--- config.mk ---
export PLATFORM = sky130hd
export DESIGN_NAME = lsu_mem_master
export DESIGN_NICKNAME = d
export VERILOG_FILES = /design/src/rtl/lsu_mem_master.sv
export SDC_FILE = /design/constraint.sdc
export NUM_CORES = 1
export LEC_CHECK = 0
export BUFFER_PORTS_ARGS = -buffer_cell sky130_fd_sc_hd__buf_2
export CORE_AREA = 2 2 125 127
export CTS_CLUSTER_DIAMETER = 80
export DETAILED_ROUTE_END_ITERATION = 12
export DIE_AREA = 0 0 127 129
export HOLD_SLACK_MARGIN = 0.02
export PLACE_DENSITY_LB_ADDON = 0.12
export SLEW_MARGIN = 0
export SYNTH_ARGS = -nofsm -noshare
export SYNTH_HDL_FRONTEND = slang
export SYNTH_SLANG_ARGS = --single-unit
export TNS_END_PERCENT = 5
--- constraint.sdc ---
create_clock -name clk -period 4.6 [get_ports clk]
set_input_delay 0.23 -clock clk [delete_from_list [all_inputs] [get_ports clk]]
set_output_delay 0.23 -clock clk [all_outputs]
set_load 0.1 [all_outputs]
--- src/rtl/lsu_mem_master.sv ---
// ---------------------------------------------------------------------------
// lsu_mem_master
//
// Purpose:
//   Load/store access controller that sits between the core datapath and a
//   word-addressed unified memory. The memory offers a combinational word
//   read and a synchronous full-word write with no byte enables. This block
//   therefore does the following:
//   - accepts one byte/halfword/word access at a time over valid/ready;
//   - rejects misaligned, out-of-range and illegal-size accesses;
//   - extracts and extends load lanes;
//   - turns sub-word stores into read-modify-write.
//
// Ports:
//   clk           rising-edge clock
//   resetn        asynchronous active-low reset
//   req_valid     core presents a request
//   req_ready     high only while idle; request accepted on valid && ready
//   req_we        1 = store, 0 = load
//   req_size      00 byte, 01 halfword, 10 word, 11 illegal
//   req_unsigned  loads: 1 = zero-extend, 0 = sign-extend
//   req_addr      byte address
//   req_wdata     right-aligned store data
//   resp_valid    one-cycle completion pulse
//   resp_rdata    extended load data (0 for stores/errors), held until next response
//   resp_error    error flag qualified by resp_valid, held until next response
//   mem_address   byte address to memory (memory uses bits [13:2])
//   mem_data_out  write data to memory
//   mem_data_in   combinational read data from memory
//   mem_we        memory write enable, high only in the WRITE state
// ---------------------------------------------------------------------------
module lsu_mem_master #(
  parameter int unsigned MEM_WORDS = 1024
) (
  input  logic        clk,
  input  logic        resetn,
  input  logic        req_valid,
  output logic        req_ready,
  input  logic        req_we,
  input  logic [1:0]  req_size,
  input  logic        req_unsigned,
  input  logic [31:0] req_addr,
  input  logic [31:0] req_wdata,
  output logic        resp_valid,
  output logic [31:0] resp_rdata,
  output logic        resp_error,
  output logic [31:0] mem_address,
  output logic [31:0] mem_data_out,
  input  logic [31:0] mem_data_in,
  output logic        mem_we
);

  typedef enum logic [2:0] {
    IDLE,
    LOAD,
    MERGE,
    WRITE,
    RESP
  } state_t;

  localparam logic [1:0] SIZE_BYTE = 2'b00;
  localparam logic [1:0] SIZE_HALF = 2'b01;
  localparam logic [1:0] SIZE_WORD = 2'b10;
  localparam logic [1:0] SIZE_ILL  = 2'b11;

  // First byte address past the end of memory. The compare is done one bit
  // wider so that large MEM_WORDS values cannot overflow the limit.
  localparam logic [33:0] ADDR_LIMIT = 34'(MEM_WORDS) * 34'd4;

  state_t      r_state;
  state_t      w_next_state;

  logic [31:0] r_addr;
  logic [1:0]  r_size;
  logic        r_we;
  logic        r_unsigned;
  logic [31:0] r_wdata;
  logic [31:0] r_merged;
  logic [31:0] r_rdata;
  logic        r_error;

  logic        w_accept;
  logic        w_req_error;
  logic [7:0]  w_byte_lane;
  logic [15:0] w_half_lane;
  logic [31:0] w_load_ext;
  logic [31:0] w_merge_word;

  assign w_accept = req_valid && (r_state == IDLE);

  // An access is rejected when any of the following holds:
  //   - its size is illegal;
  //   - it is not naturally aligned;
  //   - its byte address lies past the end of memory.
  // The address is never wrapped, so every out-of-range address is rejected
  // and none is aliased onto a valid word.
  always_comb begin
    w_req_error = 1'b0;
    if (req_size == SIZE_ILL) begin
      w_req_error = 1'b1;
    end
    if ((req_size == SIZE_HALF) && req_addr[0]) begin
      w_req_error = 1'b1;
    end
    if ((req_size == SIZE_WORD) && (req_addr[1:0] != 2'b00)) begin
      w_req_error = 1'b1;
    end
    if ({2'b00, req_addr} >= ADDR_LIMIT) begin
      w_req_error = 1'b1;
    end
  end

  // Load lane extraction. A byte lane starts at addr[1:0]*8. A halfword lane
  // starts at addr[1]*16. The selected lane is then sign- or zero-extended.
  always_comb begin
    w_byte_lane = mem_data_in[{r_addr[1:0], 3'b000} +: 8];
    w_half_lane = mem_data_in[{r_addr[1], 4'b0000} +: 16];
    w_load_ext  = mem_data_in;
    case (r_size)
      SIZE_BYTE: w_load_ext = {{24{~r_unsigned & w_byte_lane[7]}}, w_byte_lane};
      SIZE_HALF: w_load_ext = {{16{~r_unsigned & w_half_lane[15]}}, w_half_lane};
      default:   w_load_ext = mem_data_in;
    endcase
  end

  // Read-modify-write merge. The addressed lane of the old word is replaced
  // with the right-aligned store data, and the other lanes are kept. A word
  // store simply takes the whole store word.
  always_comb begin
    w_merge_word = mem_data_in;
    case (r_size)
      SIZE_BYTE: w_merge_word[{r_addr[1:0], 3'b000} +: 8] = r_wdata[7:0];
      SIZE_HALF: w_merge_word[{r_addr[1], 4'b0000} +: 16] = r_wdata[15:0];
      default:   w_merge_word = r_wdata;
    endcase
  end

  // State register. An asynchronous reset drops any in-flight access at
  // once. Because mem_we is decoded from the state, the reset also removes
  // the write enable immediately.
  always_ff @(posedge clk or negedge resetn) begin
    if (!resetn) begin
      r_state <= IDLE;
    end else begin
      r_state <= w_next_state;
    end
  end

  // Next-state and state-decoded outputs. The handshake, the response pulse
  // and the write enable all depend only on the current state, so they are
  // free of glitches from the request inputs.
  always_comb begin
    w_next_state = r_state;
    req_ready    = 1'b0;
    resp_valid   = 1'b0;
    mem_we       = 1'b0;
    case (r_state)
      IDLE: begin
        req_ready = 1'b1;
        if (req_valid) begin
          if (w_req_error) begin
            w_next_state = RESP;
          end else if (!req_we) begin
            w_next_state = LOAD;
          end else if (req_size == SIZE_WORD) begin
            w_next_state = WRITE;
          end else begin
            w_next_state = MERGE;
          end
        end
      end
      LOAD: begin
        w_next_state = RESP;
      end
      MERGE: begin
        w_next_state = WRITE;
      end
      WRITE: begin
        mem_we       = 1'b1;
        w_next_state = RESP;
      end
      RESP: begin
        resp_valid   = 1'b1;
        w_next_state = IDLE;
      end
      default: begin
        w_next_state = IDLE;
      end
    endcase
  end

  // Request latch and datapath registers.
  // - The request fields are captured only on acceptance, so later input
  //   changes do not disturb an access in flight.
  // - The response data and error flag are loaded on the edge that enters
  //   RESP. They then hold until the next response.
  always_ff @(posedge clk or negedge resetn) begin
    if (!resetn) begin
      r_addr     <= '0;
      r_size     <= '0;
      r_we       <= 1'b0;
      r_unsigned <= 1'b0;
      r_wdata    <= '0;
      r_merged   <= '0;
      r_rdata    <= '0;
      r_error    <= 1'b0;
    end else begin
      case (r_state)
        IDLE: begin
          if (w_accept) begin
            r_addr     <= req_addr;
            r_size     <= req_size;
            r_we       <= req_we;
            r_unsigned <= req_unsigned;
            r_wdata    <= req_wdata;
            r_merged   <= req_wdata;
            if (w_req_error) begin
              r_rdata <= '0;
              r_error <= 1'b1;
            end
          end
        end
        LOAD: begin
          r_rdata <= r_we ? 32'h0 : w_load_ext;
          r_error <= 1'b0;
        end
        MERGE: begin
          r_merged <= w_merge_word;
        end
        WRITE: begin
          r_rdata <= '0;
          r_error <= 1'b0;
        end
        default: begin
        end
      endcase
    end
  end

  assign mem_address  = r_addr;
  assign mem_data_out = r_merged;
  assign resp_rdata   = r_rdata;
  assign resp_error   = r_error;

endmodule

-- Yosys cells after proc, flatten, opt, wreduce, memory -nomap -nowiden
Cells that the tools add are included.
- flip-flop bits (word level): 136
- input port bits: 103
- output and inout bits: 100
- logic and storage cells: 71
- add/sub/neg operators: 2
- $lt $le $gt $ge: 1
- equal/unequal tests: 11
- shift operators: 6
- mux-type cells: 25
- bitwise logic cells: 3
- reduce and logical (&&, ||, !) cells: 14
- operators by type and width (kind ; number):
    case mux 32 bit (2 select lines) ; 3
    2-to-1 mux 32 bit ; 4
    case mux 32 bit (3 select lines) ; 1
    bitwise mux 32 bit ; 2
    >= comparator 32 x 13 -> 1 bit (second input constant) ; 1
    variable shift 16 x 7 -> 32 bit (first input constant) ; 1
    variable shift 8 x 7 -> 32 bit (first input constant) ; 1
    indexed part select 16 x 7 -> 32 bit ; 1
    indexed part select 32 x 6 -> 16 bit ; 1
    indexed part select 32 x 6 -> 8 bit ; 1
    indexed part select 8 x 7 -> 32 bit ; 1
    negator 5 -> 7 bit ; 2
    2-to-1 mux 1 bit ; 10
    case mux 3 bit (3 select lines) ; 1
    == test 3 x 2 -> 1 bit (second input constant) ; 2
    2-to-1 mux 3 bit ; 2
    inequality test 2 bit (second input constant) ; 3
    AND reduction 3 bit ; 2
    nonzero test 2 bit ; 3
    == test 2 x 1 -> 1 bit (second input constant) ; 2
    == test 2 bit (second input constant) ; 2
    AND reduction 2 bit ; 2
    == test 3 x 1 -> 1 bit (second input constant) ; 1
    == test 3 bit (second input constant) ; 1
    9 further kinds ; 12

-- Longest topological paths before layout
- depth after elaboration: 8
- gate-level depth with buffers: 9
- depth with buffers taken out: 6

-- Least setup slack after synthesis
OpenSTA, ideal clock, no wires.
- kind: flip-flop to flip-flop
- start: register r_addr[1], in the netlist mem_address[1]
- end: register r_merged[19], in the netlist mem_data_out[19]
- setup time: 0.136 ns
- arrival: 2.712 ns
- required time: 4.464 ns
- slack: 1.752 ns
- stages on the path, launching flop included: 10
- path buffers: 3
- period minus slack after synthesis: 2.848 ns
- cells stage by stage: dfrtp_1 buf_2 inv_1 clkbuf_1 ha_1 and4bb_2 clkbuf_1 a22o_1 a222oi_1 o21ai_0
- word-level cells in the longest chain between the ends: 5
- elaborated cells on any way between the ends: 10
- classes of those cells: 2 x add/sub; 4 x shift; 4 x mux
- ends and longest elaborated chain (element ; RTL line ; source):
    start: declaration ; 73 ; logic [31:0] r_addr;
    start signal: assignment ; 211 ; r_addr <= req_addr;
    negator 5 -> 7 bit, on equally long branches ; 133, 132 ;
    indexed part select 16 x 7 -> 32 bit, or another cell as far along ; 133 ; SIZE_HALF: w_merge_word[{r_addr[1], 4'b0000} +: 16] = r_wdata[15:0];
    bitwise mux 32 bit, on equally long branches ; 133, 132 ;
    case mux 32 bit (2 select lines) (*) ; 131 ; case (r_size)
    case mux 32 bit (2 select lines) (*) ; 208 ; case (r_state)
    end signal: assignment ; 216 ; r_merged <= req_wdata;
    end signal: assignment ; 228 ; r_merged <= w_merge_word;
    end: declaration ; 78 ; logic [31:0] r_merged;
Every way passes the cells marked *; elsewhere a longest branch is shown, timed or not.
A chain may end at the register's enable or synchronous reset.

-- Worst setup path after layout
- start: register r_addr[0], in the netlist mem_address[0]
- end: register r_merged[7], in the netlist mem_data_out[7]
- word-level cells in the longest chain between the ends: 5
- elaborated cells on any way between the ends: 6
- classes of those cells: 1 x add/sub; 2 x shift; 3 x mux
- ends and longest elaborated chain (element ; RTL line ; source):
    negator 5 -> 7 bit (*) ; 132 ; SIZE_BYTE: w_merge_word[{r_addr[1:0], 3'b000} +: 8] = r_wdata[7:0];
    indexed part select 8 x 7 -> 32 bit or variable shift 8 x 7 -> 32 bit (tied branches) ; 132 ;
    bitwise mux 32 bit (*) ; 132 ;
    case mux 32 bit (2 select lines) (*) ; 131 ;
    case mux 32 bit (2 select lines) (*) ; 208 ;
Marked as above.

==> summary.txt <==
CTS
  • Clk slew on worst S/H paths: 0.06 ns
  • CTS resizes: 0
  • Sink Count: 136
  • Clock Tree Buf Depth: 2
  • CTS tree: yes
  • TritonCTS Buffers: 17
  • Root Buffer: clkbuf_16
  • Htree depth: 4
  • Worst-skew pair later-pin latency: 0.42 ns

Drt
  • Post-route DRC violation count: 0
  • Initial DRC count: ~750
  • Wire length per cell: 19.9 um
  • Vias: between 6000 and 7000
  • Drt pass-1 iters: 9
  • DR vias/cell: between 5 and 6
  • WL final: between 20000 and 25000 um
  • Post-DRT Antenna Nets: 0

Worst setup path
  • Critical R2R Launch: mem_address[0]
  • Critical path class: reg2reg
  • Worst r2r path cells: 6
  • Worst Setup Start Kind: register
  • Req. time, crit path: 4.94 ns
  • R2r setup slk: around 1.9 ns
  • R2R Path End: mem_data_out[7]
  • CP max FO: 18
  • Worst endpoint data arrival time: 3.04 ns
  • Worst Setup End Kind: register

Timing
  • Worst setup margin: around 1.9 ns
  • Final Hold Viols: 0
  • Fmax: about 370 MHz
  • Final min period: 2.69 ns
  • Actual slew at the worst max-slew pin: ~1.1 ns
  • Slew HR: 0.252
  • Clock skew: 0.0141 ns
  • Final-report setup violation count: 0
  • Final Max Slew Viols: 0
  • RSZ-0062 raised after global routing: false
  • Setup TNS: 0 ns
  • Final worst path period share: 0.586

Die
  • Starting Density: 0.466
  • IO Pins: 203
  • Die area: about 0.016 mm^2
  • Chip height: around 130 um
  • Die width: 127 um
  • Core area: 0.0150 mm^2
  • # rows: 45

Power
  • Combinational group share of total power: 0.308
  • Switching part of the total: 0.384
  • Static Leak: 4.58 nW
  • Internal power: between 2 and 3 mW
  • Power density cells: 450 mW/mm^2
  • Sequential share of power: 0.350
  • Clk pwr share: 0.343
  • P_sw: ~1.6 mW
  • Peak ir drop on the vdd network: 0.252 mV

Run
  • Max-Cap Viols: 0

Logic synthesis
  • Number of flops mapped to enable cells by yosys: 0
  • Cell count after synthesis: just over 700
  • Top-count cell post-synth: nand2_1
  • Cell taking the most area after synthesis: dfrtp_1
  • Asr flop ratio synth: 1.00
  • Syn nets: 826
  • Yosys reg bits: between 100 and 150
  • Synth top area cells: dfrtp_1, nand2_1, a22o_1
  • Register area share after synthesis: 0.488
  • Synthesized cell area: 0.00697 mm^2
  • Ys Warns: 0
  • Primary FF master, synth: dfrtp_1
  • Yosys top cell area share: 0.488
  • Synth unique cells: 55
  • Leading cell types by count after synthesis: nand2_1, dfrtp_1, a22o_1
  • Post-synthesis average cell area: 9.71 um^2

Global routing
  • M3 GR Usage: 0.0649
  • First-pass GRT wire length: 35500 um
  • Gr usage total: 0.279
  • Largest net degree at the start of global routing: 95
  • Met2 Use GR: 0.433
  • Gr busiest metal: met2
  • Global routing usage on met1: 0.386
  • Total gr overflow: 0
  • Initial antenna violation count: 0
  • Vias in the first global route: 6515

Min path
  • Startpoint of the worst hold path: req_addr[17]
  • Hold Path Depth: 3
  • Hold Crit Endpoint: mem_address[17]
  • Worst min path class: in2reg

Layout
  • Share of layout cells above drive strength 1: 0.294
  • P&R area growth vs syn: 30.1%
  • Area of the multi-input gates: ~0.0033 mm^2
  • Post-route cell area: approximately 0.0091 mm^2
  • Fillers: 1288
  • Nets: 1044
  • Diodes inserted: 0
  • Register area: 0.00340 mm^2

Run status
  • Outcome: completed

Placement
  • Hpwl dp: between 15000 and 20000 um
  • # port buffers: 202
  • Final Wtd Congestion: 0.854
  • Post-place setup slack: 1.96 ns
  • DP Area: 0.00808 mm^2
==> kinds of logic after synthesis <==
group / Yosys count / share of synthesized area
adder cells (fa/ha/maj): 5 / 0.00897
AO/OA/AOI/OAI: 193 / 0.221
multiplexers: 34 / 0.0657
flip-flops: 136 / 0.488
buffers and inverters: 66 / 0.0404
AND/OR/NAND/NOR: 284 / 0.176
==> routing by layer <==
metal | vias up | part of all wire
met5 | - | 0
met4 | 0 | 0.022
met3 | 39 | 0.078
met2 | 307 | 0.46
met1 | 3287 | 0.44
li1 | 3069 | -
==> area by class of cell <==
cell class	instances	share of cell area
flip-flops and latches	136	0.375
clock inverters	8	0.0131
repair buffers	251	0.164
inverters	14	0.00579
clock buffers	24	0.0531
well taps	188	0.0259
multi-input cells	516	0.363
==> power by group through the flow <==
stage                     sequential (mW)  combinational [mW]  clock, mW
after global routing                 1.44                1.33       1.47
after floorplan                      1.95               0.414          0
after detailed placement             1.44                1.22          0
after CTS                            1.42                1.25       1.41
after global placement               1.44                1.21          0
final                                1.43                1.25       1.40
==> worst max-delay path by stage <==
stage                               from               end  slack [ns]  cells past startpoint
final                     mem_address[0]   mem_data_out[7]        1.91                      6
after global routing      mem_address[0]   mem_data_out[1]        1.61                      6
after CTS                 mem_address[0]   mem_data_out[4]        1.93                      6
after detailed placement       r_size[0]  mem_data_out[31]        1.96                      4
after global placement    mem_address[0]   mem_data_out[7]        2.09                      6
after floorplan           mem_address[1]  mem_data_out[19]        1.75                      9
==> worst max-delay path: stages (launching register included) <==
cell and delay (ns):
dfrtp_1 0.79, inv_1 0.21, ha_1 0.28, nor2b_1 0.14, a211oi_1 0.80, a221oi_1 0.20, a31oi_1 0.21
==> stage by stage <==
step                instances  power, mW   util  hold slack [ns]
floorplan                 718       2.36      -          -0.0656
global placement         1065       2.64  0.539            0.371
detailed placement       1065       2.66  0.539            0.390
CTS                      1137       4.09  0.606           0.0205
global route             1137       4.24  0.606           0.0237
finish                   1137       4.08  0.606           0.0281
==> flip-flops by register name (all words and copies together) (netlist names) <==
| name | count |
|---|---|
| r_wdata | 32 |
| mem_data_out | 32 |
| resp_error | 1 |
| r_unsigned | 1 |
| r_state | 3 |
| mem_address | 32 |
| r_size | 2 |
| r_we | 1 |
| resp_rdata | 32 |
==> cells in the final DEF (no fill, tap or decap), types with 4 or more instances in the layout <==
cell,count
nand2_1,220
buf_2,201
dfrtp_1,135
a22o_1,49
dlygate4sd3_1,40
a22oi_1,29
mux2_2,21
nand2b_1,20
clkbuf_16,17
a222oi_1,16
a221oi_1,14
a21oi_1,13
o21ai_0,13
o21ai_1,13
inv_1,12
nor2_1,10
buf_4,9
o2bb2ai_1,8
and3_1,7
o22a_1,7
o221ai_1,7
a221o_1,7
mux2i_1,6
mux4_2,6
a31oi_1,6
nor4_1,5
ha_1,5
clkinv_2,4
clkbuf_1,4
==> what timing repair did <==
item	CTS	global route
buffers inserted	0	0
hold endpoints to repair	132	0
hold buffers	40	0
Note: power is estimated with default switching activity, not from simulation.
